### config.mk
export PLATFORM = sky130hd
export DESIGN_NAME = display_arbiter
export DESIGN_NICKNAME = d
export VERILOG_FILES = /design/src/rtl/display_arbiter.sv
export SDC_FILE = /design/constraint.sdc
export NUM_CORES = 1
export LEC_CHECK = 0
export CAP_MARGIN = 20
export CORE_UTILIZATION = 40
export CTS_CLUSTER_SIZE = 30
export DETAILED_ROUTE_END_ITERATION = 10
export PLACE_DENSITY = 0.82
export SYNTH_ARGS = -nofsm -noshare
export SYNTH_HDL_FRONTEND = slang
export SYNTH_SLANG_ARGS = --single-unit
### constraint.sdc
create_clock -name clock -period 4.4 [get_ports clock]
set_input_delay 1.1 -clock clock [delete_from_list [all_inputs] [get_ports clock]]
set_output_delay 1.1 -clock clock [all_outputs]
set_load 0.005 [all_outputs]
### src/rtl/display_arbiter.sv
// Display ownership arbiter: ALU and temperature views share one 4-digit display,
// separated by a blank gap, with minimum-hold preemption and a force_temp test override.
module display_arbiter #(
    parameter int MIN_HOLD     = 1000,
    parameter int BLANK_CYCLES = 4
) (
    input  logic        clock,
    input  logic        reset,
    input  logic        req_alu,
    input  logic        req_temp,
    input  logic        force_temp,
    input  logic [19:0] alu_digits,
    input  logic [19:0] temp_digits,
    output logic        grant_alu,
    output logic        grant_temp,
    output logic [19:0] disp_digits,
    output logic [7:0]  handover_cnt
);

    localparam int HOLD_W  = $clog2(MIN_HOLD + 1);
    localparam int BLANK_W = $clog2(BLANK_CYCLES + 1);
    localparam logic [HOLD_W-1:0]  HOLD_MAX  = HOLD_W'(MIN_HOLD);
    localparam logic [BLANK_W-1:0] BLANK_END = BLANK_W'(BLANK_CYCLES - 1);

    typedef enum logic [1:0] {S_IDLE, S_BLANK, S_OWN_ALU, S_OWN_TEMP} state_t;

    // Source encoding for tgt/last: 0 = ALU, 1 = TEMP.
    state_t              state_q, state_d;
    logic                tgt_q, tgt_d;
    logic                last_q, last_d;
    logic [BLANK_W-1:0]  blank_q, blank_d;
    logic [HOLD_W-1:0]   hold_q, hold_d;
    logic [7:0]          cnt_q, cnt_d;
    logic                grant_alu_q, grant_alu_d;
    logic                grant_temp_q, grant_temp_d;
    logic [19:0]         disp_q, disp_d;

    logic temp_act, eff_tgt, tgt_on, oth_on;
    logic [HOLD_W-1:0] hold_inc;

    assign temp_act = req_temp | force_temp;
    assign hold_inc = (hold_q == HOLD_MAX) ? hold_q : hold_q + HOLD_W'(1);

    always_ff @(posedge clock) begin
        if (reset) begin
            state_q      <= S_IDLE;
            tgt_q        <= 1'b0;
            last_q       <= 1'b1;
            blank_q      <= '0;
            hold_q       <= '0;
            cnt_q        <= 8'd0;
            grant_alu_q  <= 1'b0;
            grant_temp_q <= 1'b0;
            disp_q       <= 20'hFFFFF;
        end else begin
            state_q      <= state_d;
            tgt_q        <= tgt_d;
            last_q       <= last_d;
            blank_q      <= blank_d;
            hold_q       <= hold_d;
            cnt_q        <= cnt_d;
            grant_alu_q  <= grant_alu_d;
            grant_temp_q <= grant_temp_d;
            disp_q       <= disp_d;
        end
    end

    always_comb begin
        state_d = state_q;
        tgt_d   = tgt_q;
        last_d  = last_q;
        blank_d = blank_q;
        hold_d  = hold_q;
        cnt_d   = cnt_q;
        // force_temp retargets a pending ALU gap without restarting its count
        eff_tgt = tgt_q | force_temp;
        tgt_on  = eff_tgt ? temp_act : req_alu;
        oth_on  = eff_tgt ? req_alu : temp_act;
        case (state_q)
            S_IDLE: begin
                blank_d = '0;
                if (req_alu || temp_act) begin
                    state_d = S_BLANK;
                    if (force_temp)               tgt_d = 1'b1;
                    else if (req_alu && req_temp) tgt_d = ~last_q;
                    else                          tgt_d = req_temp;
                end
            end
            S_BLANK: begin
                tgt_d = eff_tgt;
                if (blank_q == BLANK_END) begin
                    blank_d = '0;
                    if (tgt_on) begin
                        state_d = eff_tgt ? S_OWN_TEMP : S_OWN_ALU;
                        hold_d  = '0;
                        cnt_d   = cnt_q + 8'd1;
                        last_d  = eff_tgt;
                    end else if (oth_on) begin
                        tgt_d = ~eff_tgt;
                    end else begin
                        state_d = S_IDLE;
                    end
                end else begin
                    blank_d = blank_q + BLANK_W'(1);
                end
            end
            S_OWN_ALU: begin
                if (force_temp || (!req_alu && req_temp) ||
                    (req_alu && req_temp && hold_q == HOLD_MAX)) begin
                    state_d = S_BLANK;
                    tgt_d   = 1'b1;
                    blank_d = '0;
                end else if (!req_alu) begin
                    state_d = S_IDLE;
                end else begin
                    hold_d = hold_inc;
                end
            end
            S_OWN_TEMP: begin
                if ((!temp_act && req_alu) ||
                    (temp_act && !force_temp && req_alu && hold_q == HOLD_MAX)) begin
                    state_d = S_BLANK;
                    tgt_d   = 1'b0;
                    blank_d = '0;
                end else if (!temp_act) begin
                    state_d = S_IDLE;
                end else begin
                    hold_d = hold_inc;
                end
            end
            default: state_d = S_IDLE;
        endcase
    end

    always_comb begin
        grant_alu_d  = (state_d == S_OWN_ALU);
        grant_temp_d = (state_d == S_OWN_TEMP);
        disp_d       = 20'hFFFFF;
        if (state_d == S_OWN_ALU)  disp_d = alu_digits;
        if (state_d == S_OWN_TEMP) disp_d = temp_digits;
    end

    assign grant_alu    = grant_alu_q;
    assign grant_temp   = grant_temp_q;
    assign disp_digits  = disp_q;
    assign handover_cnt = cnt_q;

endmodule
Word level (Yosys, flattened, before mapping):

Index checks and enable logic that the tools add are counted.

* bits in registers: 47
* output and inout bits: 30
* logic and storage cells: 87

* add/sub/neg operators: 3
* equal/unequal tests: 16
* multiplexer cells: 35
* bitwise gates (word level): 4
* reduce and logical (&&, ||, !) cells: 20

Operators by type and width (number)
* $mux 10: 7
* $mux 20: 2
* $pmux 10 s3: 1
* $ne 2x2->1 const B: 9
* $mux 2: 8
* $pmux 3 s4: 1
* $mux 1: 11
* $add 10x1->10 const B: 1
* $eq 10x10->1 const B: 1
* $mux 3: 3
* $add 8x1->8 const B: 1
* $eq 2x2->1 const B: 4
* $pmux 2 s4: 1
* $logic_and 1x1->1: 7
* $reduce_and 7->1: 1
* $reduce_and 3->1: 2
* $logic_or 1x1->1: 4
* $pmux 1 s4: 1
* $add 3x1->3 const B: 1
* $eq 3x2->1 const B: 1
* $logic_not 1->1: 3
* $reduce_bool 3->1: 1
* $eq 2x1->1 const B: 1
* $logic_not 2->1: 1
* 3 further kinds: 5

Longest topological paths before layout:

Gate-level depths: netlist of the first run.

* depth after elaboration: 10
* mapped depth: 9
* mapped depth without buffers: 8

Worst setup path after synthesis of the first run:

OpenSTA, ideal clock, no wires.

* path type: input-to-reg
* start point: input req_alu
* end point: register disp_q[11], in the netlist disp_digits[11]
* library setup time: 122 ps
* arrival time: 2351 ps
* data required time: 4278 ps
* setup slack: 1927 ps
* stages: 7
* buffers on the path: 2
* cells stage by stage: buf_4 > nand2b_1 > nor4_1 > o32a_1 > a21o_1 > buf_6 > a221o_1

* cells in the longest elaborated chain, start to end: 9
* elaborated cells between the ends (all ways): 25
* classes of those cells: 2 x eq/ne; 12 x mux; 11 x reduce/logical

Ends and longest elaborated chain
* start: declaration: RTL line 9 `input logic req_alu,`
* parallel branches: the longest is 5 deep, another holds $mux 2
* $pmux 2 s4 (*): RTL line 79 `case (state_q)`
* $eq 2x2->1: RTL line 139 `if (state_d == S_OWN_ALU) disp_d = alu_digits;`
* $mux 20: RTL line 139
* $mux 20 (*): RTL line 140 `if (state_d == S_OWN_TEMP) disp_d = temp_digits;`
* end signal: assignment: RTL line 64 `disp_q <= disp_d;`
* end: declaration: RTL line 36 `logic [19:0] disp_q, disp_d;`

Every way passes the cells marked *.
A chain may end at the register's enable or synchronous reset.

Worst setup path in the final report of the first run:

* start point: input req_temp
* end point: register disp_q[14], in the netlist disp_digits[14]

* cells in the longest elaborated chain, start to end: 10
* elaborated cells between the ends (all ways): 27
* classes of those cells: 2 x eq/ne; 12 x mux; 1 x bitwise; 12 x reduce/logical

Ends and longest elaborated chain
* start: declaration: RTL line 10 `input logic req_temp,`
* parallel branches: the longest is 6 deep, another holds $mux 2
* $pmux 2 s4 (*): RTL line 79
* $eq 2x2->1: RTL line 139
* $mux 20: RTL line 139
* $mux 20 (*): RTL line 140

Marks and branches as above.

==> impl_metrics.ini, run 1 <==
[finish]
multi_input_area_um2 = 1230
post-route-util = 0.569
final_common_cell = clkdlybuf4s50_1
layout-drive-gt1-share = 0.101
fin_nets = 366
regArea_um2 = 941
diodes = 0
final_cell_mix = clkdlybuf4s50_1, dfxtp_1, inv_1
num-fill-cells = 473
syn2layout_area_growth_pct = 34.8

[grt]
grt_max_degree = 21
grt_util_all_layers = 0.181
grt_pass1_wl_um = 8890
grt_overflow = 0
antenna_found_initial = 0
grt_pass1_vias = 1997

[cts]
clock-sinks = 47
clockBufferDepth = 2
cts.clk_slew.worst_paths_ns = 0.09
htreeDepth = 2
clock_latency_ns = 0.29
cts-root-buf = clkbuf_8
tritoncts = yes
cts_hold_buf = 0
postCtsSetupBuffers = 0
cts_buffers = 5
cts_resized = 0

[worst_hold_path]
hold-path-cell-count = 2
min-delay-start = last_q$_SDFFE_PP1P_
hold_class = flop to flop
min_to = last_q$_SDFFE_PP1P_

[sta]
max-slew-margin-rel = 0.554
fin_crit_ns = 3.23
finalHoldViolations = 0
worstMarginPinSlew_ns = 0.669
setup_violations = 0
final.setup.tns_ns = 0
rsz0062_at_grt = no
fin_crit_sh = 0.734
drv_slew = 0
finalClockSkew_ns = 0.00885
clock.fmax_mhz = 310

[setup_path]
r2r.worst_path.cells = 7
worstSetupPathType = primary input to flop
crit_fanout = 13
start_kind = primary input
r2r-start = hold_q[0]$_SDFFE_PP0P_
critical_path_required_ns = 4.61
crit_path_end_kind = flop
cp.buffers_inverters = 3
crit_arrival_ns = 3.44
r2r-end = disp_digits[14]$_SDFF_PP1_
cp_cell_sequence = clkdlybuf4s50_1, inv_1, nor4_1, o32a_1, a21o_1, inv_2, o211ai_1
critPathSlowestCell = clkdlybuf4s50_1
reg2reg_slack_ns = 2.00
critPathMaxStageDelay_ns = 0.69
critPathTopFamily = buffers and inverters

[die]
io_pins = 75
dieArea_um2 = 6200
die_width_um = 78.7
rows = 27
fp.coreArea_um2 = 5570
initial_core_util = 0.422
fp.dieH_um = 78.7

[synthesis]
synth_cells = 253
synth-main-ff-cell = dfxtp_1
synth_warnings = 0
synth-edff-count = 0
yosys-top-cells-area = dfxtp_1, o211ai_2, o211ai_1
yosysTopAreaCell = dfxtp_1
synth_cell_types = 58
syn_area_um2 = 2350
synth_nets = 302
avgSynthCellArea_um2 = 9.31
synth-async-reset-ratio = 0
ys_ff_latch = 47
ys_seq_area_frac = 0.400
synth_top_area_frac = 0.400

[routing]
drt_wl_total_um = 5550
drcViolationCount = 0
drtPass1Iterations = 4
drtAntennaViolNets = 0
wire_per_inst_um = 14.2
vias = 2092
via_per_inst = 5.36
dr.first_iter.drc_count = 120

[power_and_ir_drop]
fin_total_pwr_uw = 785
irDropWorstVdd_mv = 0.176
p_leak_nw = 1.14
power_density_nw_per_um2 = 247

[status]
status = complete, no violations

[place]
numPortBuffers = 74
place_congestion = 0.846
dp_hpwl_um = 3990

[run]
maxCapViolations = 0
-- through the flow --
stage	std cells	instance area [um^2]	hold slack [ns]	setup WS [ns]
4_1_cts	390	3170	0.474	1.25
2_1_floorplan	253	2350	0.431	1.93
3_3_place_gp	382	3080	0.454	1.09
3_5_place_dp	382	3080	0.462	0.927
6_report	390	3170	0.470	1.17
5_1_grt	390	3170	0.489	1.03
-- flip-flops by register name, indices dropped and copies added, names as in the netlist --
signal	count
blank_q	3
handover_cnt	8
disp_digits	20
last_q	1
state_q	2
grant_alu	1
grant_temp	1
hold_q	10
tgt_q	1
-- power by group --
part	leakage [nW]	total [mW]	internal, mW	switching [mW]
registers	0.380	0.433	0.428	0.00465
logic	0.709	0.0832	0.0498	0.0334
clock network	0.0484	0.270	0.129	0.141
total	1.14	0.785	0.607	0.179
-- kinds of logic (layout without fill, tap and decap cells) --
group | Yosys count | after routing | synth area share
muxes | 4 | 4 | 0.0170
xor gates and xnor gates | 7 | 7 | 0.0260
adders and majority gates | 4 | 4 | 0.0213
and+or+nand+nor | 76 | 76 | 0.189
DFF | 47 | 47 | 0.400
buffers and inverters | 37 | 102 | 0.0786
AOI/OAI and AO/OA | 78 | 78 | 0.269
-- worst min-delay path, cell delays in order, from the launching register on --
cell	delay, ns
dfxtp_1	0.32
o31ai_1	0.07
nand2_1	0.04
-- cell usage after synthesis (2+ instances only) --
library cell / n
nor4_1: 3
ha_1: 4
nor2b_1: 3
xnor2_1: 2
nand3_1: 7
a221o_1: 8
or3_1: 8
buf_2: 4
mux2i_1: 4
inv_1: 18
xor2_1: 5
and3_1: 3
o31ai_1: 4
dfxtp_1: 47
o32ai_1: 2
o211ai_2: 9
nand3b_1: 2
buf_4: 5
nand2_1: 12
nand4_1: 6
o211ai_1: 14
buf_6: 3
or2_2: 2
a21oi_1: 12
o21ai_0: 12
nand2b_1: 2
clkbuf_1: 5
nor2_1: 17
-- area by class of cell --
class                           count  area share
Multi-Input combinational cell    169       0.387
Sequential cell                    47       0.296
Timing Repair Buffer               75       0.236
Tap cell                           72      0.0284
Clock buffer                        7      0.0272
Inverter                           19      0.0225
Clock inverter                      1     0.00276
-- routing by layer --
layer | GRT usage | routed length (um) | vias up | share of wire
met5 | 0 | 0 | - | 0
met4 | 0.0648 | 60 | 0 | 0.011
met3 | 0.0678 | 454 | 8 | 0.082
met2 | 0.296 | 2580 | 81 | 0.47
met1 | 0.215 | 2450 | 948 | 0.44
li1 | - | - | 1055 | -
-- worst max-delay path by stage --
stage,from,cells after the start,to,slack (ns)
detailed placement,req_temp,7,disp_digits[14]$_SDFF_PP1_,0.93
finish,req_temp,7,disp_digits[14]$_SDFF_PP1_,1.17
floorplan,req_alu,7,disp_digits[11]$_SDFF_PP1_,1.93
global route,req_temp,7,disp_digits[14]$_SDFF_PP1_,1.03
global placement,req_temp,7,disp_digits[15]$_SDFF_PP1_,1.09
CTS,req_temp,7,disp_digits[14]$_SDFF_PP1_,1.25
Note: power is estimated with default switching activity, not from simulation.
==> run 2, diff against run 1 <==
Clock period 4.4 ns to 3.1 ns, I/O delays scaled along.
==> impl_metrics.ini, run 2 (synthesized netlist as in run 1, its figures left out) <==
[place]
dp_hpwl_um = 4050
numPortBuffers = 74
place_area_um2 = 3120
place_congestion = 0.849

[setup_path]
r2r-end = disp_digits[14]$_SDFF_PP1_
r2r.worst_path.cells = 7
critPathMaxStageDelay_ns = 0.67
critPathSlowestCell = clkdlybuf4s50_1
worstSetupPathType = primary input to flop
start_kind = primary input
reg2reg_slack_ns = 0.81
crit_path_end_kind = flop
crit_arrival_ns = 2.87
crit_fanout = 13
r2r-start = hold_q[0]$_SDFFE_PP0P_
critical_path_required_ns = 3.31
cp_cell_sequence = clkdlybuf4s50_1, inv_1, nor4_1, o32a_1, a21o_1, inv_2, o31ai_1

[status]
status = complete, no violations

[cts]
cts_resized = 0
cts_hold_buf = 0
tritoncts = yes
postCtsSetupBuffers = 0
cts-root-buf = clkbuf_8
htreeDepth = 2
cts.clk_slew.worst_paths_ns = 0.08
clockBufferDepth = 2
cts_buffers = 5
clock-sinks = 47
clock_latency_ns = 0.30

[routing]
drtPass1Iterations = 4
wire_per_inst_um = 13.9
drtAntennaViolNets = 0
drcViolationCount = 0
vias = 2156
dr.first_iter.drc_count = 128
via_per_inst = 5.44
drt_wl_total_um = 5510

[worst_hold_path]
hold_class = flop to flop
min-delay-start = last_q$_SDFFE_PP1P_
hold-path-cell-count = 2
min_to = last_q$_SDFFE_PP1P_

[finish]
final_common_cell = clkdlybuf4s50_1
fin_nets = 372
layout-drive-gt1-share = 0.117
diodes = 0
final_cell_mix = clkdlybuf4s50_1, dfxtp_1, inv_1
final_area_um2 = 3220
largest_reg_flops = 20
syn2layout_area_growth_pct = 36.7

[die]
fp.dieH_um = 78.7
die_width_um = 78.7
rows = 27
initial_core_util = 0.422
dieArea_um2 = 6200
io_pins = 75
fp.coreArea_um2 = 5570

[grt]
grt_pass1_wl_um = 9050
grt_pass1_vias = 2023
grt_overflow = 0
grt_max_degree = 21
grt_util_all_layers = 0.183
antenna_found_initial = 0

[sta]
fin_crit_sh = 0.859
finalClockSkew_ns = 0.00270
max-slew-margin-rel = 0.537
final.setup.tns_ns = 0
clock.fmax_mhz = 376
setup_violations = 0
rsz0062_at_grt = no
finalHoldViolations = 0
fin_crit_ns = 2.66
drv_slew = 0
worstMarginPinSlew_ns = 0.695

[power_and_ir_drop]
fin_total_pwr_mw = 1.12
power_density_nw_per_um2 = 348
irDropWorstVdd_mv = 0.242
p_leak_nw = 1.17

[run]
maxCapViolations = 0
[run 2: cell types whose count changed in the layout (fill, tap and decap cells not counted)]
cell and change:
buf_4 +6
[run 2: how the worst max path moves through the flow]
stage	from	to	slack [ns]
floorplan	req_alu	disp_digits[11]$_SDFF_PP1_	0.95
global placement	req_alu	disp_digits[13]$_SDFF_PP1_	0.22
detailed placement	req_temp	hold_q[4]$_SDFFE_PP0P_	0.14
CTS	req_temp	hold_q[4]$_SDFFE_PP0P_	0.46
global route	req_alu	hold_q[7]$_SDFFE_PP0P_	0.25
finish	req_temp	disp_digits[19]$_SDFF_PP1_	0.44
[run 2: layer usage]
layer	up-vias	global-route usage	routed length, um	part of all wire
met1	1004	0.226	2410	0.44
met2	77	0.294	2560	0.46
met5	-	0	0	0
li1	1068	-	-	-
met4	0	0.0537	46	0.0083
met3	7	0.0701	490	0.089
[run 2: worst max-delay path, delay by kind of cell]
kind	cells	cell delay, ns
AO/OA/AOI/OAI	3	0.63
buffers and inverters	3	1.01
AND/OR/NAND/NOR	1	0.46
[run 2: where the power goes]
group	total [mW]	switching [mW]	internal, mW
Sequential	0.614	0.00682	0.607
Clock	0.385	0.202	0.183
Combinational	0.120	0.0471	0.0729
Total	1.12	0.256	0.863
[run 2: metrics by stage]
stage | setup WS (ns) | hold slack (ns) | cells | util
after floorplan | 0.952 | 0.431 | 253 | -
after global routing | 0.247 | 0.497 | 396 | 0.578
after global placement | 0.216 | 0.451 | 388 | 0.560
final | 0.438 | 0.470 | 396 | 0.578
after CTS | 0.460 | 0.474 | 396 | 0.578
after detailed placement | 0.144 | 0.461 | 388 | 0.560
[run 2: layout make-up]
class	count	area, um^2
timing repair buffer	81	793
clock buffer	7	86.3
tap	72	90.1
inverter	19	71.3
sequential	47	941
multi-input combinational	169	1230
fill	511	2350
clock inverter	1	8.76
